==> config.mk <==
export PLATFORM = sky130hd
export DESIGN_NAME = wdt_reset_seq
export DESIGN_NICKNAME = d
export VERILOG_FILES = /design/src/rtl/wdt_reset_seq.sv
export SDC_FILE = /design/constraint.sdc
export NUM_CORES = 1
export LEC_CHECK = 0
export CAP_MARGIN = 20
export CORE_MARGIN = 1
export CORE_UTILIZATION = 36
export DETAILED_ROUTE_END_ITERATION = 7
export GPL_TIMING_DRIVEN = 0
export SLEW_MARGIN = 20
export SYNTH_ARGS = -nofsm -noshare
export SYNTH_HDL_FRONTEND = slang
export SYNTH_SLANG_ARGS = --single-unit
export TNS_END_PERCENT = 30
==> constraint.sdc <==
create_clock -name clk -period 2.4 [get_ports clk]
set_input_delay 0.72 -clock clk [delete_from_list [all_inputs] [get_ports clk]]
set_output_delay 0.72 -clock clk [all_outputs]
set_load 0.05 [all_outputs]
==> src/rtl/wdt_reset_seq.sv <==
// Watchdog reset sequencer: timed sys_rst, boot-confirmation window, failed-boot lockout.
// Optional CAUSE register at offset 4 enabled by defining WDT_RSTSEQ_CAUSE_EN.
module wdt_reset_seq #(
    parameter logic [4:0] BASE_ADDR      = 5'h4,
    parameter logic [7:0] DEFAULT_HOLD   = 8'h10,
    parameter logic [7:0] DEFAULT_WINDOW = 8'hff,
    parameter logic [3:0] MAX_ATTEMPTS   = 4'd3,
    parameter logic [7:0] BOOT_OK_VALUE  = 8'h5a
) (
    input  logic       clk,
    input  logic       rst,
    input  logic       ce,
    input  logic [4:0] csr_a,
    input  logic [7:0] csr_di,
    input  logic       csr_we,
    output logic [7:0] csr_do,
    input  logic       wdt_strobe,
    input  logic       wdt_recovery,
    input  logic       boot_ok,
    output logic       sys_rst,
    output logic       recovery_mode,
    output logic       irq
);

    typedef enum logic [1:0] {
        IDLE    = 2'd0,
        ASSERT  = 2'd1,
        BOOT    = 2'd2,
        LOCKOUT = 2'd3
    } state_t;

`ifdef WDT_RSTSEQ_CAUSE_EN
    localparam logic [4:0] NUM_REGS = 5'd5;
`else
    localparam logic [4:0] NUM_REGS = 5'd4;
`endif

    state_t     state, state_n;
    logic [7:0] cnt, cnt_n;
    logic [3:0] attempts, attempts_n, attempts_inc;
    logic       final_q, final_n;
    logic       en, en_n;
    logic [7:0] hold, hold_n;
    logic [7:0] window, window_n;
    logic       recovery_n, irq_n;

    logic [4:0] off;
    logic       in_range;
    logic       wr_ctrl, wr_hold, wr_window, wr_stat;
    logic       soft_trig, boot_confirm;

    // Offset wraps for addresses below BASE_ADDR, so one compare bounds both sides.
    assign off       = csr_a - BASE_ADDR;
    assign in_range  = (off < NUM_REGS);
    assign wr_ctrl   = csr_we && (off == 5'd0);
    assign wr_hold   = csr_we && (off == 5'd1);
    assign wr_window = csr_we && (off == 5'd2);
    assign wr_stat   = csr_we && (off == 5'd3);

    assign soft_trig    = wr_ctrl && csr_di[7];
    assign boot_confirm = boot_ok || (wr_stat && (csr_di == BOOT_OK_VALUE));
    assign attempts_inc = (attempts == 4'hf) ? attempts : attempts + 4'd1;

    always_comb begin
        state_n    = state;
        cnt_n      = cnt;
        attempts_n = attempts;
        final_n    = final_q;
        recovery_n = recovery_mode;
        irq_n      = 1'b0;
        en_n       = wr_ctrl   ? csr_di[0] : en;
        hold_n     = wr_hold   ? csr_di    : hold;
        window_n   = wr_window ? csr_di    : window;

        case (state)
            IDLE: begin
                if (en && (wdt_strobe || soft_trig)) begin
                    state_n = ASSERT;
                    cnt_n   = hold;
                    irq_n   = 1'b1;
                end else if (en && wdt_recovery) begin
                    state_n    = ASSERT;
                    cnt_n      = hold;
                    final_n    = 1'b1;
                    recovery_n = 1'b1;
                    irq_n      = 1'b1;
                end
            end
            ASSERT: begin
                if (ce) begin
                    if (cnt == 8'd0) begin
                        if (final_q) begin
                            state_n = LOCKOUT;
                            irq_n   = 1'b1;
                        end else begin
                            state_n    = BOOT;
                            cnt_n      = window;
                            attempts_n = attempts_inc;
                        end
                    end else begin
                        cnt_n = cnt - 8'd1;
                    end
                end
            end
            BOOT: begin
                if (boot_confirm) begin
                    state_n    = IDLE;
                    attempts_n = '0;
                end else if (wdt_strobe) begin
                    state_n = ASSERT;
                    cnt_n   = hold;
                    irq_n   = 1'b1;
                end else if (ce && (window != 8'd0)) begin
                    if (cnt == 8'd0) begin
                        state_n = ASSERT;
                        cnt_n   = hold;
                        irq_n   = 1'b1;
                        if (attempts >= MAX_ATTEMPTS) begin
                            final_n    = 1'b1;
                            recovery_n = 1'b1;
                        end
                    end else begin
                        cnt_n = cnt - 8'd1;
                    end
                end
            end
            LOCKOUT: begin
                if (wr_ctrl && !csr_di[1]) begin
                    state_n    = IDLE;
                    recovery_n = 1'b0;
                    attempts_n = '0;
                    final_n    = 1'b0;
                end
            end
            default: state_n = IDLE;
        endcase
    end

    always_ff @(posedge clk) begin
        if (!rst) begin
            state         <= IDLE;
            cnt           <= '0;
            attempts      <= '0;
            final_q       <= 1'b0;
            en            <= 1'b1;
            hold          <= DEFAULT_HOLD;
            window        <= DEFAULT_WINDOW;
            sys_rst       <= 1'b0;
            recovery_mode <= 1'b0;
            irq           <= 1'b0;
        end else begin
            state         <= state_n;
            cnt           <= cnt_n;
            attempts      <= attempts_n;
            final_q       <= final_n;
            en            <= en_n;
            hold          <= hold_n;
            window        <= window_n;
            sys_rst       <= (state_n == ASSERT);
            recovery_mode <= recovery_n;
            irq           <= irq_n;
        end
    end

`ifdef WDT_RSTSEQ_CAUSE_EN
    logic [2:0] cause, cause_n;
    logic       wr_cause;

    assign wr_cause = csr_we && (off == 5'd4);

    // Every ASSERT entry comes from IDLE or BOOT, so the code follows from the entry inputs.
    always_comb begin
        cause_n = wr_cause ? '0 : cause;
        if ((state_n == ASSERT) && (state != ASSERT)) begin
            if (final_n)
                cause_n = 3'd4;
            else if (wdt_strobe)
                cause_n = 3'd1;
            else if (state == IDLE)
                cause_n = 3'd2;
            else
                cause_n = 3'd3;
        end
    end

    always_ff @(posedge clk) begin
        if (!rst)
            cause <= '0;
        else
            cause <= cause_n;
    end
`endif

    always_comb begin
        csr_do = '0;
        if (in_range) begin
            case (off)
                5'd0: csr_do = {6'b0, recovery_mode, en};
                5'd1: csr_do = hold;
                5'd2: csr_do = window;
                5'd3: csr_do = {attempts, state, 2'b00};
`ifdef WDT_RSTSEQ_CAUSE_EN
                5'd4: csr_do = {5'b0, cause};
`endif
                default: csr_do = '0;
            endcase
        end
    end

endmodule

==> results by group, run 1 <==
Critical path
  – CP Cell Sequence: buf_6 > buf_6 > mux2_2 > a22oi_2 > nor2_4 > buf_6
  – Worst path most repeated cell: buf_6
  – Top cell family by delay on the critical path: buffers and inverters
  – Crit Path Class: input port to output pin
  – Crit path buf inv count: 3
  – Reg2reg start: cnt[1]
  – Worst path required time: 1680 ps
  – CP max stage cell: mux2_2
  – Critical path data arrival time: 1680 ps
  – R2R depth: 7
  – FF-to-FF setup slack: 100 ps
  – Worst path max stage delay: 340 ps
  – CP Capture Type: output pin
  – CP startpoint kind: input port
  – R2R Path End: final_q
  – Worst Path Max Fanout: 6

Min path
  – HP Class: register to register
  – Worst hold stages: 2
  – Start point of the worst hold path: hold[4]
  – Hold path endpoint: hold[4]

Power and ir drop
  – Clock share of power: 28.0%
  – Sw frac: 37.97%
  – Sequential share of power: 29.3%
  – Power Dens Cells: 710.6 nW/um2
  – Internal power: 1452 uW
  – Worst-case vdd ir drop: 0.2672 mV
  – Combinational share of power: 42.7%
  – NetSw: 888.9 uW
  – Lkg Pwr: 0.001246 uW

Place
  – Port Buffers: 29
  – Post-DP HPWL: 5.435 mm
  – Placed Cells: 400
  – Placer Congestion: 0.9049
  – Area post-placement: 2927 um2

Layout
  – Antenna cells: 0
  – Design area: 3294 um2
  – Ratio of cells with drive above 1 in the final layout: 26.05%
  – Most frequent cells in the layout: dfxtp_1 (33), nand2_1 (28), mux2i_1 (27)
  – Nets: 363
  – Area Overhead vs Synth: 35.51%
  – Most common cell after layout, fill and taps aside: dfxtp_1
  – Layout Cells excl Fill: 411

Yosys
  – Synth area leaders: dfxtp_1 (28%), mux2i_1 (11%), ha_1 (5.1%)
  – Flops & latches, synth: 34
  – Synth Instances: 294
  – Yosys top cell by area: dfxtp_1
  – Mapped cell area: 2431 um2
  – Asr flop ratio synth: 0%
  – Net count after synthesis: 324
  – Synth Flop Type: dfxtp_1
  – Sequential fraction of the synthesis area: 28.00%
  – EDFF count, synth: 0
  – Share of the synthesized area in the top cell type: 28.00%
  – Yosys warning count: 0
  – Unique masters post-synth: 59
  – Mean Syn Cell Area: 8.269 um2

Route
  – Starting DRC count in detailed routing: 238
  – Max Used Layer: met4
  – Vias: 2447
  – DRC viols: 2
  – WL final: 7.492 mm
  – Per-cell routed wire length: 18.23 um
  – Vias/cell: 5.954
  – M1 wire length: 3.295 mm
  – Pre-antenna DRT Iters: 7
  – DR WL met2: 3.543 mm
  – WL met3: 502 um
  – DRT antenna net count: 0

Clock tree
  – CTS tree: done
  – Clock transition at the registers of the reported paths: 80 ps
  – H-tree levels: 2
  – CTS Buf Count: 5
  – Clock Tree Buf Depth: 2
  – Root Buffer: clkbuf_8
  – Clk_lat worst skew: 300 ps
  – Num Clock Sinks: 34

STA
  – Final TNS setup: -10.25 ps
  – RSZ-0062 raised after global routing: yes
  – Endpoints failing hold: 0
  – Max frequency: 0.4158 GHz
  – Fin crit share: 100.2%
  – Post-layout minimum cycle time: 2405 ps
  – Skew final: 7.739 ps
  – Least-Margin Pin Slew: 609.8 ps
  – Min Hold Slack: 543.2 ps
  – Setup ws final: -4.840 ps
  – Slew headroom: 59.12%
  – Fin. max-slew vios: 0
  – Endpoints failing setup: 4

Die
  – Row cnt: 29
  – Core Region: 6422 um2
  – Die Y: 84.18 um
  – Die Width: 84.18 um
  – IO Pins: 31
  – Initial core utilization: 37.85%
  – Die area: 7085 um2

GRT
  – Largest net degree at the start of global routing: 13
  – Gr usage total: 22.43%
  – Vias in the first global route: 2474
  – GRT overflow: 0
  – Initial antenna violation count: 0
  – First-pass GRT wire length: 12.61 mm

Status
  – Status: finished with violations
  – Failing checks: DRC, setup timing

Flow run
  – Max cap viols: 0
## per-layer routing
| layer | vias up | track usage, % |
|---|---|---|
| li1 | 1183 | - |
| met1 | 1144 | 29.47 |
| met2 | 105 | 36.96 |
| met3 | 15 | 3.736 |
| met4 | 0 | 8.464 |
| met5 | - | 0 |
## metrics by stage
| stage | util, % | total power, uW | worst slack (ps) |
|---|---|---|---|
| finish | 51.30 | 2341 | -4.840 |
| CTS | 50.38 | 2296 | -77.92 |
| global placement | 45.57 | 1541 | -2015 |
| global route | 51.30 | 2466 | -71.07 |
| floorplan | - | 1303 | -590.0 |
| detailed placement | 45.57 | 1550 | -2048 |
## Yosys cell counts (all sizes together), types with 3 or more instances
master / count
a221oi: 3
nand4: 4
nor3: 5
a41oi: 3
o31ai: 6
a211oi: 4
or3: 3
and2: 5
o211ai: 4
a21oi: 12
mux2i: 27
nor2: 27
nand3: 7
clkbuf: 10
nor2b: 4
nand2: 28
buf: 6
nor4: 3
a22oi: 6
a31oi: 7
mux2: 6
or4: 4
ha: 10
o221ai: 5
inv: 16
or4b: 5
dfxtp: 34
o21ai: 11
## flip-flops by register name, indices dropped and copies added, names as in the netlist
signal    cells
window        8
cnt           8
hold          8
final_q       1
state         2
irq           1
attempts      4
en            1
sys_rst       1
## power by group through the flow
| stage | logic (uW) | clock network [uW] | registers, uW |
|---|---|---|---|
| floorplan | 592 | 0 | 711 |
| global placement | 845 | 0 | 696 |
| detailed placement | 854 | 0 | 696 |
| CTS | 950 | 663 | 683 |
| global route | 1080 | 693 | 695 |
| finish | 1000 | 654 | 687 |
## how the worst max path moves through the flow
stage / startpoint / endpoint / slack, ps / cells past startpoint
final: csr_a[0] / csr_do[6] / -5 / 6
after global routing: csr_a[3] / csr_do[2] / -70 / 8
after CTS: csr_a[3] / csr_do[4] / -80 / 8
after floorplan: csr_a[3] / csr_do[0] / -590 / 5
after detailed placement: csr_a[3] / csr_do[4] / -2050 / 7
after global placement: csr_a[3] / csr_do[2] / -2010 / 7
## cell type report
cell class / instances / area, um2
Multi-Input combinational cell: 228 / 1866
Sequential cell: 34 / 681.9
Buffer: 13 / 78.83
Clock buffer: 5 / 68.82
Tap cell: 77 / 96.34
Timing Repair Buffer: 35 / 356.6
Fill cell: 607 / 3128
Clock inverter: 3 / 68.82
Inverter: 16 / 77.57
## tightest hold or removal path, stage by stage, from the launching register on
cell     delay, ps
dfxtp_1        380
mux2i_1         80
nand2_1         50
## logic make-up after synthesis
kind of cell / share of synthesized area (%)
simple gates: 25.06
compound gates: 21.46
flops: 28.00
mux: 13.90
buf+inv: 5.353
fa+ha+maj: 5.147
xor+xnor: 1.081
## what timing repair did
action | CTS | global route
setup endpoints to repair | 41 | 34
hold buffers | 0 | 0
gates resized for setup | 118 | 21
cloned | 1 | 0
hold endpoints to repair | 0 | 0
pin swaps | 12 | 11
buffers inserted | 5 | 0
(Power assumes the default switching activity.)
==> inputs of run 2 (changes only) <==
--- a/config.mk
+++ b/config.mk
@@ -6,10 +6,13 @@
 export NUM_CORES = 1
 export LEC_CHECK = 0
 export CAP_MARGIN = 20
-export CORE_MARGIN = 1
+export CELL_PAD_IN_SITES_DETAIL_PLACEMENT = 1
+export CELL_PAD_IN_SITES_GLOBAL_PLACEMENT = 1
+export CORE_MARGIN = 3
 export CORE_UTILIZATION = 36
 export DETAILED_ROUTE_END_ITERATION = 7
 export GPL_TIMING_DRIVEN = 0
+export PLACE_DENSITY_LB_ADDON = 0.1
 export SLEW_MARGIN = 20
 export SYNTH_ARGS = -nofsm -noshare
 export SYNTH_HDL_FRONTEND = slang
==> run 2 against run 1 <==
The flow finishes with violations (setup timing). Power shrank 5.2%. Register-to-register slack barely moved. Largest power group unchanged. Non-clock buffer count rose by 5. First-iteration DRC count is 62% lower. Via count up 1.6%. Critical path type unchanged. Worst setup slack worse by 41 ps. Critical endpoint is now csr_do[3]. Cell count increased by 1.2%.
==> results by group, run 2 (synthesis results as in run 1) <==
Status
  – Status: finished with violations
  – Failing checks: setup timing

Critical path
  – CP startpoint kind: input port
  – CP Cell Sequence: buf_8 > inv_12 > ha_4 > xnor2_4 > nand4_1 > buf_6 > nor2_4 > buf_6
  – Critical path origin: csr_a[3]
  – FF-to-FF setup slack: 90 ps (about the same)
  – Critical path data arrival time: 1730 ps (+50 ps)
  – Worst setup path end: csr_do[3]
  – CP Capture Type: output pin
  – Worst path max stage delay: 190 ps (-150 ps)
  – Worst path required time: 1680 ps (about the same)
  – Worst path most repeated cell: buf_6
  – R2R Path End: attempts[0]
  – Crit Path Class: input port to output pin
  – Crit path buf inv count: 4 (+1)
  – R2R depth: 7 (unchanged)
  – CP max stage cell: buf_6
  – Crit path depth: 8 (+2)
  – Worst Path Max Fanout: 8 (+2)
  – Top cell family by delay on the critical path: buffers and inverters
  – Reg2reg start: state[1]

STA
  – Fin crit share: 101.9% (+1.7 points)
  – Slew headroom: 58.78% (-0.34 points)
  – RSZ-0062 raised after global routing: yes
  – Fin. max-slew vios: 0 (unchanged)
  – Max frequency: 0.4088 GHz (-1.7%)
  – Endpoints failing hold: 0 (unchanged)
  – Least-Margin Pin Slew: 612.6 ps (+2.822 ps)
  – Post-layout minimum cycle time: 2446 ps (+41.10 ps)
  – Setup ws final: -45.94 ps (-41.10 ps)
  – Skew final: 3.967 ps (-3.771 ps)
  – Min Hold Slack: 518.5 ps (-24.61 ps)
  – Endpoints failing setup: 9 (+5)

GRT
  – GRT overflow: 0 (unchanged)
  – First-pass GRT wire length: 14.00 mm (+11%)
  – Gr usage total: 23.61% (+1.2 points)
  – Initial antenna violation count: 0 (unchanged)
  – Vias in the first global route: 2572 (+4.0%)
  – Largest net degree at the start of global routing: 12 (-1)

Die
  – Die Y: 88.18 um (+4.8%)
  – Initial core utilization: 37.64% (-0.21 points)
  – Core Region: 6459 um2 (+0.56%)
  – Die area: 7775 um2 (+9.7%)
  – Die Width: 88.18 um (+4.8%)
  – Row cnt: 29 (unchanged)
  – IO Pins: 31 (unchanged)

Place
  – Port Buffers: 29 (unchanged)
  – Post-DP HPWL: 6.059 mm (+11%)
  – Placer Congestion: 0.8244 (-8.9%)
  – Placed Cells: 400 (unchanged)

Clock tree
  – Clk_lat worst skew: 290 ps (about the same)
  – CTS Buf Count: 5 (unchanged)
  – Root Buffer: clkbuf_8
  – CTS tree: done
  – H-tree levels: 2 (unchanged)
  – Clock Tree Buf Depth: 2 (unchanged)
  – Num Clock Sinks: 34 (unchanged)
  – Clock transition at the registers of the reported paths: 80 ps (about the same)

Layout
  – Util after Layout: 51.38% (+0.080 points)
  – Most common cell after layout, fill and taps aside: dfxtp_1
  – Layout Cells excl Fill: 416 (+1.2%)
  – Most frequent cells in the layout: dfxtp_1 (33), nand2_1 (28), mux2i_1 (27)
  – Area Overhead vs Synth: 36.49%
  – Top Registers: cnt (8), hold (8), window (8)
  – Antenna cells: 0 (unchanged)
  – Nets: 368 (+1.4%)
  – Ratio of cells with drive above 1 in the final layout: 28.61% (+2.6 points)

Power and ir drop
  – Total chip power: 2220 uW (-5.2%)
  – Clock share of power: 21.4% (-6.6 points)
  – Combinational share of power: 47.4% (+4.7 points)
  – Worst-case vdd ir drop: 0.2586 mV (-3.2%)
  – Lkg Pwr: 0.001232 uW (-1.1%)
  – NetSw: 932.8 uW (+4.9%)
  – Internal power: 1288 uW (-11%)
  – Sw frac: 42.01% (+4.0 points)
  – Sequential share of power: 31.2% (+1.9 points)
  – Power Dens Cells: 669.1 nW/um2 (-5.8%)

Route
  – DRT antenna net count: 0 (unchanged)
  – Starting DRC count in detailed routing: 91 (-62%)
  – Per-cell routed wire length: 20.44 um (+12%)
  – Pre-antenna DRT Iters: 4 (-3)
  – Vias/cell: 5.978 (+0.41%)
  – Vias: 2487 (+1.6%)
  – DRC viols: 0 (-2)
  – WL final: 8.501 mm (+13%)

Min path
  – HP Class: register to register

Flow run
  – Max cap viols: 0 (unchanged)
[run 2: cell count changes in the layout (fill, tap and decap cells not counted), sizes merged]
cell | previous run | this run
buf | 22 | 27
bufinv | 2 | 0
clkbuf | 16 | 15
clkdlybuf4s15 | 0 | 1
clkdlybuf4s50 | 6 | 7
clkinvlp | 0 | 1
dlygate4sd2 | 6 | 8
dlymetal6s2s | 3 | 1
[run 2: layout make-up]
| class | count | area (um2) |
|---|---|---|
| buffer | 13 | 80.08 |
| clock buffer | 6 | 82.58 |
| clock inverter | 2 | 12.51 |
| fill | 765 | 3141 |
| inverter | 16 | 77.57 |
| multi-input combinational | 228 | 1894 |
| sequential | 34 | 681.9 |
| tap | 77 | 96.34 |
| timing repair buffer | 40 | 392.9 |
[run 2: worst min-delay path: cells and delay by family (launching register included)]
kind	cells	cell delay, ps
multiplexers	1	60
AND/OR/NAND/NOR	1	60
flip-flops	1	360
[run 2: worst min-delay path by stage]
stage | startpoint | end | slack (ps) | cells past startpoint
finish | cnt[0] | cnt[0] | 520 | 2
global route | cnt[0] | cnt[0] | 540 | 2
CTS | attempts[3] | attempts[3] | 550 | 1
detailed placement | attempts[3] | attempts[3] | 520 | 1
global placement | hold[3] | hold[3] | 510 | 2
floorplan | hold[4] | hold[4] | 460 | 2
[run 2: power by group through the flow]
stage / clock network [uW] / logic, uW / registers (uW)
after global routing: 504 / 1150 / 699
after CTS: 477 / 983 / 687
after floorplan: 0 / 592 / 711
after global placement: 0 / 859 / 698
after detailed placement: 0 / 875 / 700
final: 475 / 1050 / 693
[run 2: metal layers]
layer | up-vias | GRT usage (%) | share of wire (%)
met5 | - | 0 | 0
met4 | 0 | 7.692 | 2.2
met3 | 13 | 3.387 | 3.7
met2 | 61 | 38.89 | 47
met1 | 1222 | 31.66 | 47
li1 | 1191 | - | -
[run 2: metrics by stage]
| stage | setup WS (ps) | area (um2) | setup TNS, ps |
|---|---|---|---|
| global route | -98.04 | 3318 | -742.2 |
| finish | -45.94 | 3318 | -213.3 |
| CTS | -66.95 | 3238 | -357.3 |
| global placement | -1995 | 2927 | -37890 |
| detailed placement | -2007 | 2927 | -38810 |
| floorplan | -590.0 | 2540 | -4833 |
[run 2: repair_timing]
action	in CTS	in global routing
resized for setup	123	21
pin swaps	12	4
hold buffers	0	0
endpoints found under the setup margin	41	39
buffers inserted	9	1
hold endpoints to repair	0	0
cloned	1	0
==> patch 1 (config.mk and constraints of run 1) <==
Build with the macro `WDT_RSTSEQ_CAUSE_EN` defined.
--- a/src/rtl/wdt_reset_seq.sv
+++ b/src/rtl/wdt_reset_seq.sv
@@ -1,5 +1,7 @@
 // Watchdog reset sequencer: timed sys_rst, boot-confirmation window, failed-boot lockout.
 // Optional CAUSE register at offset 4 enabled by defining WDT_RSTSEQ_CAUSE_EN.
+`define WDT_RSTSEQ_CAUSE_EN
+
 module wdt_reset_seq #(
     parameter logic [4:0] BASE_ADDR      = 5'h4,
     parameter logic [7:0] DEFAULT_HOLD   = 8'h10,
Behaviour: not the same (Yosys sat finds a counterexample within 4 cycles, from zero or initial values and one cycle with rst low).
==> patch 1 against run 1 <==
- the run ends with negative setup slack left
- utilization rose by 0.54 points
- non-clock buffer count rose by 10
- critical path depth rose by 4
- synthesized area rose by 6.1%
- clock power fell by 31%
- final area rose by 8.1%
- sequential cell count rose by 4
- sequential power rose by 6.4%
- wire length rose by 7.4%
- worst setup slack got worse by 0.43 ns
- global-route usage rose by 0.11 points
- power fell by 20%
- via count rose by 4.9%
- critical path type unchanged
- highest routed layer unchanged
==> patch 1: results (changes against run 1) <==
GRT
  – First-pass GRT wire length: 12.9 mm (+2.5%)
  – Largest net degree at the start of global routing: 11 (-2)
  – Met3 usage: 0.0314 (-0.00594)
  – Vias in the first global route: 2519 (+1.8%)

Routing
  – DRT iter0 DRCs: 186 (-22%)
  – WL met3: 397 um (-21%)
  – Detailed Route WL: 8.05 mm (+7.4%)
  – Metal1 wirelength: 3.63 mm (+10%)
  – DR WL met2: 3.92 mm (+11%)

Placed design
  – HPWL Detailed: 5.87 mm (+8.0%)
  – RD Place Congestion: 0.902 (-0.30%)
  – Pre-CTS setup slack: -1.90 ns (+0.152 ns)

Status
  – Outcome: complete, but fails checks
  – Failing checks: negative setup slack

Synth
  – Unique masters post-synth: 65 (+10%)
  – Sequential area share after synthesis: 0.295 (+0.0150)
  – Synth Instances: 313 (+6.5%)
  – Synth cell count leaders: dfxtp_1 (38), nor2_1 (38), nand2_1 (27)
  – Post-synthesis xor/xnor area fraction: 0.0204 (+0.00957)
  – Post-Syn Nets: 345 (+6.5%)

STA
  – Clock Skew: 0.00865 ns (+0.000907 ns)
  – Final worst slack: -0.432 ns (-0.428 ns)
  – Final setup violation count: 14 (+10)

Worst setup path
  – Critical Path Start: csr_a[2]
  – Crit path max fanout: 5 (-1)

Power and ir drop
  – Leakage power total: 0.00145 uW (+17%)
==> patch 1: cell types whose count changed in the layout (fill, tap and decap cells not counted), moves of 6 or more <==
cell	delta
clkdlybuf4s50_1	+7
a22oi_1	+12
mux2i_1	-9
a31oi_1	-6
nor2_1	+13
a21oi_1	-6
buf_6	-7
buf_4	+8
==> patch 1: layout make-up <==
cell class | instances | area (um^2)
plain buffers | 16 | 124
clock buffers | 6 | 82.6
fillers | 683 | 3310
inverters | 14 | 72.6
multi-input cells | 245 | 1940
flip-flops and latches | 38 | 767
well taps | 96 | 120
repair buffers | 42 | 450
==> patch 1: path summary, 6_finish.rpt <==
kind         slack, ns       endpoint  cells after the start
max              -0.43      csr_do[3]                     10
min               0.47       cause[0]                      2
max reg2reg      -0.25  recovery_mode                      9
min reg2reg       0.47       cause[0]                      2
==> patch 1: power by group <==
group | total (uW) | internal, uW | switching (uW)
Clock | 451 | 222 | 229
Sequential | 731 | 677 | 54.4
Combinational | 695 | 313 | 382
Total | 1880 | 1210 | 665
==> patch 2 (config.mk and constraints of run 1) <==
Made on the original files. Add an input register stage for `csr_di`, cleared by the reset; this delays it by one clock. The other inputs are not delayed to match.
--- a/src/rtl/wdt_reset_seq.sv
+++ b/src/rtl/wdt_reset_seq.sv
@@ -29,6 +29,16 @@
         LOCKOUT = 2'd3
     } state_t;
 
+    logic [7:0] csr_di_q;
+
+    always_ff @(posedge clk) begin
+        if (!rst) begin
+            csr_di_q <= '0;
+        end else begin
+            csr_di_q <= csr_di;
+        end
+    end
+
 `ifdef WDT_RSTSEQ_CAUSE_EN
     localparam logic [4:0] NUM_REGS = 5'd5;
 `else
@@ -57,8 +67,8 @@
     assign wr_window = csr_we && (off == 5'd2);
     assign wr_stat   = csr_we && (off == 5'd3);
 
-    assign soft_trig    = wr_ctrl && csr_di[7];
-    assign boot_confirm = boot_ok || (wr_stat && (csr_di == BOOT_OK_VALUE));
+    assign soft_trig    = wr_ctrl && csr_di_q[7];
+    assign boot_confirm = boot_ok || (wr_stat && (csr_di_q == BOOT_OK_VALUE));
     assign attempts_inc = (attempts == 4'hf) ? attempts : attempts + 4'd1;
 
     always_comb begin
@@ -68,9 +78,9 @@
         final_n    = final_q;
         recovery_n = recovery_mode;
         irq_n      = 1'b0;
-        en_n       = wr_ctrl   ? csr_di[0] : en;
-        hold_n     = wr_hold   ? csr_di    : hold;
-        window_n   = wr_window ? csr_di    : window;
+        en_n       = wr_ctrl   ? csr_di_q[0] : en;
+        hold_n     = wr_hold   ? csr_di_q  : hold;
+        window_n   = wr_window ? csr_di_q  : window;
 
         case (state)
             IDLE: begin
@@ -125,7 +135,7 @@
                 end
             end
             LOCKOUT: begin
-                if (wr_ctrl && !csr_di[1]) begin
+                if (wr_ctrl && !csr_di_q[1]) begin
                     state_n    = IDLE;
                     recovery_n = 1'b0;
                     attempts_n = '0;
Check against the original RTL: not equivalent (a bounded check fails within 4 cycles, from zero or initial values and one cycle with rst low).
==> patch 2 against run 1 <==
- the run ends with negative setup slack left
- global-route usage fell by 0.68 points
- sequential cell count rose by 8
- power fell by 1.5%
- wire length rose by 2.1%
- worst setup slack got worse by 0.094 ns
- final area rose by 7.9%
- synthesized area rose by 7.8%
==> patch 2: results (changes against run 1) <==
Finish
  – Net count, final: 385 (+6.1%)
  – Share of cells above drive strength 1: 0.279 (+0.0184)

Status
  – Failing checks: negative setup slack
  – Outcome: complete, but fails checks

Synth
  – Synth cell count leaders: dfxtp_1 (42), nand2_1 (28), mux2i_1 (21)
  – Post-Syn Nets: 329 (+1.5%)
  – Synth Instances: 298 (+1.4%)
  – Unique masters post-synth: 68 (+15%)

Routing
  – Via density: 5.63 (-5.5%)
  – Residual DRC: 0 (-2)
  – Via count: 2537 (+3.7%)

Worst setup path
  – Critical Path Start: csr_a[2]
  – Worst stage delay on the critical path: 0.19 ns (-0.15 ns)
  – Crit path arrival time: 1.78 ns (+0.10 ns)
  – R2R cell count: 9 (+2)
  – Worst reg2reg startpoint: cnt[0]
  – Worst path slowest cell: buf_6

GRT
  – Vias in the first global route: 2435 (-1.6%)
  – First-pass GRT wire length: 12.6 mm (-0.33%)
  – All-Layer GR Usage: 0.217 (-0.00683)

STA
  – Final setup violation count: 11 (+7)
  – Final worst slack: -0.0992 ns (-0.0944 ns)

Hold path
  – Hold Path Sink: attempts[1]
  – Worst hold path startpoint: attempts[1]

Placed design
  – Pre-CTS setup slack: -1.84 ns (+0.211 ns)
-- patch 2: cells by family after synthesis --
group	count (synthesis)	share of synthesized area
AOI/OAI and AO/OA	72	0.200
xor gates and xnor gates	4	0.0162
adders and majority gates	11	0.0525
buffers and inverters	30	0.0554
DFF	42	0.321
muxes	27	0.106
and+or+nand+nor	112	0.249
-- patch 2: area by class of cell --
cell class | instances | area (um^2) | area share
plain buffers | 16 | 118 | 0.0331
clock buffers | 5 | 68.8 | 0.0194
clock inverters | 3 | 21.3 | 0.00599
inverters | 14 | 72.6 | 0.0204
multi-input cells | 226 | 1840 | 0.519
flip-flops and latches | 42 | 842 | 0.237
well taps | 96 | 120 | 0.0338
repair buffers | 49 | 467 | 0.131
-- patch 2: layer usage --
metal  global-route usage  wire (um)  share of wire
met5                    0          0              0
met4               0.0820        191          0.025
met3               0.0389        569          0.074
met2                0.339       3440           0.45
met1                0.298       3440           0.45
